===== config.mk =====
export PLATFORM = sky130hd
export DESIGN_NAME = gate_sequence_driver
export DESIGN_NICKNAME = d
export VERILOG_FILES = /design/src/rtl/gate_sequence_driver.sv
export SDC_FILE = /design/constraint.sdc
export NUM_CORES = 2
export LEC_CHECK = 0
export ABC_AREA = 1
export ABC_CLOCK_PERIOD_IN_PS = 4490
export CAP_MARGIN = 20
export CELL_PAD_IN_SITES_DETAIL_PLACEMENT = 2
export CELL_PAD_IN_SITES_GLOBAL_PLACEMENT = 2
export CORE_ASPECT_RATIO = 0.6
export CORE_MARGIN = 5
export CORE_UTILIZATION = 35
export CTS_CLUSTER_SIZE = 24
export DETAILED_ROUTE_END_ITERATION = 16
export DONT_BUFFER_PORTS = 1
export GPL_ROUTABILITY_DRIVEN = 0
export GPL_TIMING_DRIVEN = 0
export PLACE_DENSITY_LB_ADDON = 0.1
export SYNTH_ARGS = -nofsm -noshare
export SYNTH_HDL_FRONTEND = slang
export SYNTH_SLANG_ARGS = --single-unit

===== constraint.sdc =====
create_clock -name clk -period 4.49 [get_ports clk]
set_clock_uncertainty 0.05 [all_clocks]
set_input_delay 0.898 -clock clk [delete_from_list [all_inputs] [get_ports clk]]
set_output_delay 0.898 -clock clk [all_outputs]
set_load 0.02 [all_outputs]

===== src/rtl/gate_sequence_driver.sv =====
// gate_sequence_driver: loads a state vector and a gate list, then applies
// the gates one at a time through an external combinational multiplier.
//
// Ports:
//   clk, reset            clock (rising edge), async active-low reset
//   start, num_gates      run request (IDLE only) and requested gate count
//   load_valid/ready/data load stream: state words, then gate words
//   busy                  high whenever the FSM is not IDLE
//   mul_state, mul_gate   operands to the multiplier
//   mul_result            multiplier output, latched as the next state
//   out_valid/ready/data  readout stream of the final state vector
//   out_last              marks the final readout word
//
// Word packing: [31:16] real, [15:0] imag, each sign-magnitude Q1.14.
// Values are only stored and forwarded, never computed on.

module gate_sequence_driver #(
    parameter int N         = 2,
    parameter int MAX_GATES = 4,
    parameter int SETTLE    = 1
) (
    input  logic                                   clk,
    input  logic                                   reset,
    input  logic                                   start,
    input  logic [$clog2(MAX_GATES+1)-1:0]         num_gates,
    input  logic                                   load_valid,
    output logic                                   load_ready,
    input  logic [31:0]                            load_data,
    output logic                                   busy,
    output logic [(1<<N)-1:0][31:0]                mul_state,
    output logic [(1<<N)-1:0][(1<<N)-1:0][31:0]    mul_gate,
    input  logic [(1<<N)-1:0][31:0]                mul_result,
    output logic                                   out_valid,
    input  logic                                   out_ready,
    output logic [31:0]                            out_data,
    output logic                                   out_last
);

    localparam int DIM  = 1 << N;
    localparam int DD   = DIM * DIM;
    localparam int MEMW = MAX_GATES * DD;
    localparam int AW   = (MEMW > 1) ? $clog2(MEMW) : 1;
    localparam int CW   = AW + 1;
    localparam int GW   = $clog2(MAX_GATES + 1);
    localparam int KW   = (N > 0) ? N : 1;
    localparam int SW   = (SETTLE > 0) ? $clog2(SETTLE + 1) : 1;

    localparam logic [KW-1:0] K_LAST   = KW'(DIM - 1);
    localparam logic [SW-1:0] SETTLE_C = SW'(SETTLE);
    localparam logic [GW-1:0] G_MAX    = GW'(MAX_GATES);
    localparam logic [CW-1:0] DD_C     = CW'(DD);

    typedef enum logic [2:0] {
        S_IDLE,
        S_LOAD_STATE,
        S_LOAD_GATES,
        S_APPLY,
        S_READOUT
    } state_e;

    state_e                    fsm_q, fsm_d;
    logic [DIM-1:0][31:0]      sv_q, sv_d;
    logic [KW-1:0]             k_q, k_d;
    logic [CW-1:0]             w_q, w_d;
    logic [GW-1:0]             g_q, g_d;
    logic [GW-1:0]             gnum_q, gnum_d;
    logic [SW-1:0]             cnt_q, cnt_d;
    logic [KW-1:0]             j_q, j_d;

    // Gate memory is plain storage: it is never read before being
    // written in the same run, so it carries no reset.
    logic [31:0]               gmem_q [MEMW];
    logic                      gmem_we;

    logic [CW-1:0]             gw_total;
    logic [CW-1:0]             gw_last;
    logic [AW-1:0]             gate_base;
    logic [DIM-1:0][DIM-1:0][31:0] gate_rd;
    logic [GW-1:0]             g_inc;

    assign gw_total  = CW'(gnum_q) * DD_C;
    assign gw_last   = gw_total - CW'(1);
    // Only used in APPLY, where g_q < MAX_GATES keeps this in range.
    assign gate_base = AW'(int'(g_q) * DD);
    assign g_inc     = g_q + GW'(1);

    always_comb begin
        gate_rd = '0;
        for (int r = 0; r < DIM; r++) begin
            for (int c = 0; c < DIM; c++) begin
                gate_rd[r][c] = gmem_q[gate_base + AW'(r * DIM + c)];
            end
        end
    end

    always_ff @(posedge clk) begin
        if (gmem_we) begin
            gmem_q[w_q[AW-1:0]] <= load_data;
        end
    end

    always_ff @(posedge clk or negedge reset) begin
        if (!reset) begin
            fsm_q  <= S_IDLE;
            sv_q   <= '0;
            k_q    <= '0;
            w_q    <= '0;
            g_q    <= '0;
            gnum_q <= '0;
            cnt_q  <= '0;
            j_q    <= '0;
        end else begin
            fsm_q  <= fsm_d;
            sv_q   <= sv_d;
            k_q    <= k_d;
            w_q    <= w_d;
            g_q    <= g_d;
            gnum_q <= gnum_d;
            cnt_q  <= cnt_d;
            j_q    <= j_d;
        end
    end

    always_comb begin
        fsm_d      = fsm_q;
        sv_d       = sv_q;
        k_d        = k_q;
        w_d        = w_q;
        g_d        = g_q;
        gnum_d     = gnum_q;
        cnt_d      = cnt_q;
        j_d        = j_q;
        gmem_we    = 1'b0;
        load_ready = 1'b0;
        mul_gate   = '0;
        out_valid  = 1'b0;
        out_data   = '0;
        out_last   = 1'b0;

        unique case (fsm_q)
            S_IDLE: begin
                if (start) begin
                    gnum_d = (num_gates > G_MAX) ? G_MAX : num_gates;
                    k_d    = '0;
                    fsm_d  = S_LOAD_STATE;
                end
            end

            S_LOAD_STATE: begin
                load_ready = 1'b1;
                if (load_valid) begin
                    sv_d[k_q] = load_data;
                    k_d       = k_q + KW'(1);
                    if (k_q == K_LAST) begin
                        k_d = '0;
                        w_d = '0;
                        j_d = '0;
                        if (gnum_q != '0) begin
                            fsm_d = S_LOAD_GATES;
                        end else begin
                            fsm_d = S_READOUT;
                        end
                    end
                end
            end

            S_LOAD_GATES: begin
                load_ready = 1'b1;
                if (load_valid) begin
                    gmem_we = 1'b1;
                    w_d     = w_q + CW'(1);
                    if (w_q == gw_last) begin
                        g_d   = '0;
                        cnt_d = '0;
                        fsm_d = S_APPLY;
                    end
                end
            end

            S_APPLY: begin
                mul_gate = gate_rd;
                if (cnt_q == SETTLE_C) begin
                    // Multiplier has had SETTLE extra cycles; take its result.
                    sv_d  = mul_result;
                    cnt_d = '0;
                    g_d   = g_inc;
                    if (g_inc == gnum_q) begin
                        j_d   = '0;
                        fsm_d = S_READOUT;
                    end
                end else begin
                    cnt_d = cnt_q + SW'(1);
                end
            end

            S_READOUT: begin
                out_valid = 1'b1;
                out_data  = sv_q[j_q];
                out_last  = (j_q == K_LAST);
                if (out_ready) begin
                    j_d = j_q + KW'(1);
                    if (j_q == K_LAST) begin
                        j_d   = '0;
                        fsm_d = S_IDLE;
                    end
                end
            end

            default: begin
                fsm_d = S_IDLE;
            end
        endcase
    end

    assign busy      = (fsm_q != S_IDLE);
    assign mul_state = sv_q;

endmodule


**After elaboration in Yosys (flattened, before gate mapping)**

Memories as Yosys holds them, arrays and structs flattened.
Index checks and enable logic that the tools add are counted.
W data, S select, Z words.

- Bits in latches: 0
- Input bits: 168
- Output and inout port bits: 676
- Memories: 1
- Word-level logic and storage cells: 124
- Bits in read-only memories: 0
- RAM bits: 2048
- Flip-flop bits (word level): 149

- Bitwise logic cells: 0
- Equal/unequal tests: 17
- Multipliers: 0
- Mux-type cells: 52
- Divide/modulo/power cells: 0
- Add/sub/neg operators: 21
- Reduce and logical (&&, ||, !) cells: 18
- Shift operators: 0
- $lt $le $gt $ge: 4

Memories:

| name | depth | width | rd ports | clocked after Yosys merged registers in | wr ports | RTL line | source |
|---|---|---|---|---|---|---|---|
| gmem_q | 64 | 32 | 16 | 0 | 1 | 72 | `logic [31:0] gmem_q [MEMW];` |

Operators by type and width:

| kind | count |
|---|---|
| $mux W512 | 1 |
| $mux W128 | 2 |
| $pmux W128 S2 | 1 |
| $bwmux W128 | 1 |
| $mux W32 | 3 |
| $bmux W32 S2 | 1 |
| $demux W32 S2 | 1 |
| $add A6 B4 Y6 const B | 8 |
| $mux W3 | 14 |
| $add A6 B3 Y6 const B | 4 |
| $mux W7 | 3 |
| $mux W2 | 9 |
| $ne A2 B2 Y1 const B | 9 |
| $pmux W3 S5 | 1 |
| $pmux W7 S2 | 1 |
| $add A6 B2 Y6 const B | 2 |
| $mux W1 | 10 |
| $reduce_and A3 Y1 | 3 |
| $reduce_and A9 Y1 | 1 |
| $reduce_bool A3 Y1 | 3 |
| $reduce_and A4 Y1 | 2 |
| $reduce_bool A2 Y1 | 4 |
| $add A7 B1 Y7 const B | 1 |
| $eq A7 B7 Y1 | 1 |
| other kinds (22) | 26 |

**Longest topological paths before layout**

- Word-level depth: 7
- Gate-level depth with buffers: 12
- Gate-level depth less buffers: 12

**Least setup slack after synthesis**

No wires, ideal clock.

- Path type: input port to flip-flop
- From: input port load_valid
- To: memory gmem_q[12][0] (enable)
- Required time: 4.019 ns
- Buffers on the path: 0
- Stages: 6
- Arrival: 2.978 ns
- Library setup time: 0.421 ns
- Slack: 1.041 ns
- Cells stage by stage: inv_1 > nor2_4 > inv_1 > nor2_2 > nand3_1 > nor2_1

- Cells in the longest elaborated chain, start to end: 4

Ends and longest elaborated chain:

| what | RTL line | source |
|---|---|---|
| start: declaration | 26 | `input logic load_valid,` |
| $mux W1 | 169 | `if (load_valid) begin` |
| $mux W1 | 140 | `unique case (fsm_q)` |
| $mux W1 | 97 | `if (gmem_we) begin` |
| $mux W1 (implied by the code) | 98 | `gmem_q[w_q[AW-1:0]] <= load_data;` |
| end: declaration | 72 |  |

Every way passes these cells.

==> qor.csv <==
metric;value;unit
status;completed;
fill_cells;24988;
fin_nets;7948;
hold_path_class;in -> reg;
syn_inst;7446;
yosysSeqAreaShare;0.743;
area_delta_synth_final;18.3;%
avgSynthCellArea;11.8;um2
routed-via-count;62843;
vdd_drop_max;0.000326;V
synth_ff_type;edfxtp_1;
timing.final.hold_violations;0;
drv_slew;0;
power;63.0;mW
fmax;0.227;GHz
cts_buffers;225;
placed_area;94200;um2
setup_viol;0;
path_clk_slew;0.07;ns
synth_edf_count;2048;
pre_cts_slack;-0.457;ns
grt_remaining_overflow;0;
slew_headroom;0.206;
holdPathStages;0;
async_flop_share;0.0678;
worstSetupPathType;reg -> out;
synth_common_cells;2138 x nor2_1, 2048 x edfxtp_1, 1276 x o21ai_0;
stdcell_count;11288;
r2r-end;gmem_q[0][30];
die_h;398;um
start_kind;flop;
rows;142;
ys_seq_elements;2197;
via_per_inst;5.57;
hp-start;load_data[5];
wl;380000;um
synthDominantCellAreaShare;0.700;
hold_end;gmem_q[37][5];
syn_area;87800;um2
htreeDepth;4;
yosys_warnings;0;
top_layer;met5;
r2r_slack;0.51;ns
clock-sinks;2197;
grtUsageTotal;0.282;
synth_top_cell_by_area;edfxtp_1;
synth_cell_types;30;
power.density;606;nW/um2
grt_max_degree;150;
die_area;261000;um2
io_buffers;0;
final_layout_size_suffix_gt1_frac;0.141;
synthesis.nets;7623;
grt_pass1_vias;65595;
drt_iter0_drc;6501;
synth_area_leaders;edfxtp_1 70%, nor2_1 9.1%, o21ai_0 7.3%, dfrtp_1 4.2%, a21oi_1 3.5%;
clkLatencyLatePin;0.87;ns
io_pins;844;
cp.arrival;3.46;ns
maxCapViolCount;0;
p_leak;33.3;nW
crit_fanout;11;
ant_nets;0;
clockBufferDepth;4;
rr_worst_depth;8;
coreArea;250000;um2
grt_antenna_before_repair;64;
drc;0;
crit_path_end_kind;output pin;
yosysMostFrequentCell;nor2_1;
cts_setup_buffers;0;
wl_met2;178000;um
drtPass1Iterations;6;
rsz0062_at_grt;true;
setup_slack;0.0775;ns
fin_crit;4.41;ns
cts_root_buf;clkbuf_16;
reg2reg_from;fsm_q[2];
drt-met1-wl;162000;um
initial_core_util;0.352;
fp.dieW;657;um
final_area;104000;um2
grt_pass1_wl;525000;um
wl_per_cell;33.6;um
cp_data_required_time;3.54;ns
met3WireLength;26000;um
cts_tree;done;
hpwlAfterDp;243000;um
fin_tns_setup;0;ns
finalCritPeriodShare;0.983;
place_inst;10841;
worst_slew_pin_slew;1.19;ns
==> where the power goes <==
part           switching [mW]  internal, mW
sequential               1.53          23.0
combinational            15.8          4.54
clock                    8.34          9.68
==> worst max-delay path, stage by stage (launching register included) <==
cell,delay [ns]
dfrtp_1,0.35
clkbuf_4,0.40
inv_4,0.21
clkbuf_2,0.40
clkbuf_2,0.33
nor2_1,0.17
o21ai_0,0.24
a21oi_2,0.48
==> kinds of logic after synthesis <==
family	share of synthesized area
xor gates and xnor gates	0.000499
buffers and inverters	0.0284
and+or+nand+nor	0.114
adders and majority gates	0.00128
DFF	0.743
AOI/OAI and AO/OA	0.114
==> area by class of cell <==
type                       count  area (um2)  share of cell area
buffer                       496        2170              0.0209
antenna                       24        60.1            0.000578
sequential                  2197       65200               0.628
tap                         3312        4140              0.0399
timing repair buffer          99        1870              0.0180
multi-input combinational   4620       23200               0.223
inverter                     132         503             0.00484
clock buffer                 276        5900              0.0567
clock inverter               132         821             0.00790
==> metrics by stage <==
step,util,hold slack (ns)
4_1_cts,0.414,0.000146
5_1_grt,0.416,0.000995
2_1_floorplan,-,0.436
6_report,0.416,0.0719
3_5_place_dp,0.377,0.482
3_3_place_gp,0.369,0.459
==> placed cells by master (no fill, tap or decap), types with 25 or more instances in the layout <==
cell       netlist  layout
a21oi_1        614     143
a21oi_2          0     365
a21oi_4          1     107
buf_1           44      36
buf_12           0      47
buf_2           95     102
clkbuf_1       355     320
clkbuf_16        0     228
clkbuf_2         0      62
clkinv_1         0      68
clkinv_2         0      44
dfrtp_1        149     149
edfxtp_1      2048    2048
inv_1          128     128
nand2_1        450     449
nand3_1         31      25
nor2_1        2138    2074
nor2_4           4      68
o211ai_1        32      32
o21ai_0       1276    1276
o21ai_1         46      46
==> how the worst max path moves through the flow <==
| stage | endpoint | startpoint | cells past startpoint | slack (ns) |
|---|---|---|---|---|
| finish | mul_gate[447] | g_q[1] | 7 | 0.08 |
| global route | mul_gate[39] | fsm_q[0] | 8 | -0.09 |
| CTS | mul_gate[10] | fsm_q[1] | 9 | -0.1 |
| detailed placement | mul_gate[447] | g_q[0] | 7 | -0.46 |
| global placement | out_data[2] | fsm_q[2] | 6 | -1.24 |
| floorplan | gmem_q[12][0] | load_valid | 6 | 1.04 |
==> sequential cells by signal, indices dropped and copies added (netlist names) <==
register / count
k_q: 2
g_q: 3
j_q: 2
mul_state: 128
w_q: 7
cnt_q: 1
fsm_q: 3
gmem_q: 2048
gnum_q: 3
==> metal layers <==
layer  vias up  track usage
met5         -            0
met4         6       0.0868
met2      2065        0.461
li1      26877            -
met1     33426        0.386
met3       469       0.0500
==> what timing repair did <==
item	4_1_cts	5_1_grt
endpoints found under the setup margin	535	190
hold buffers	13	2
pin swaps	10	2
gates resized for setup	616	93
endpoints found under the hold margin	172	26
Power figures use the tool's default switching activity.
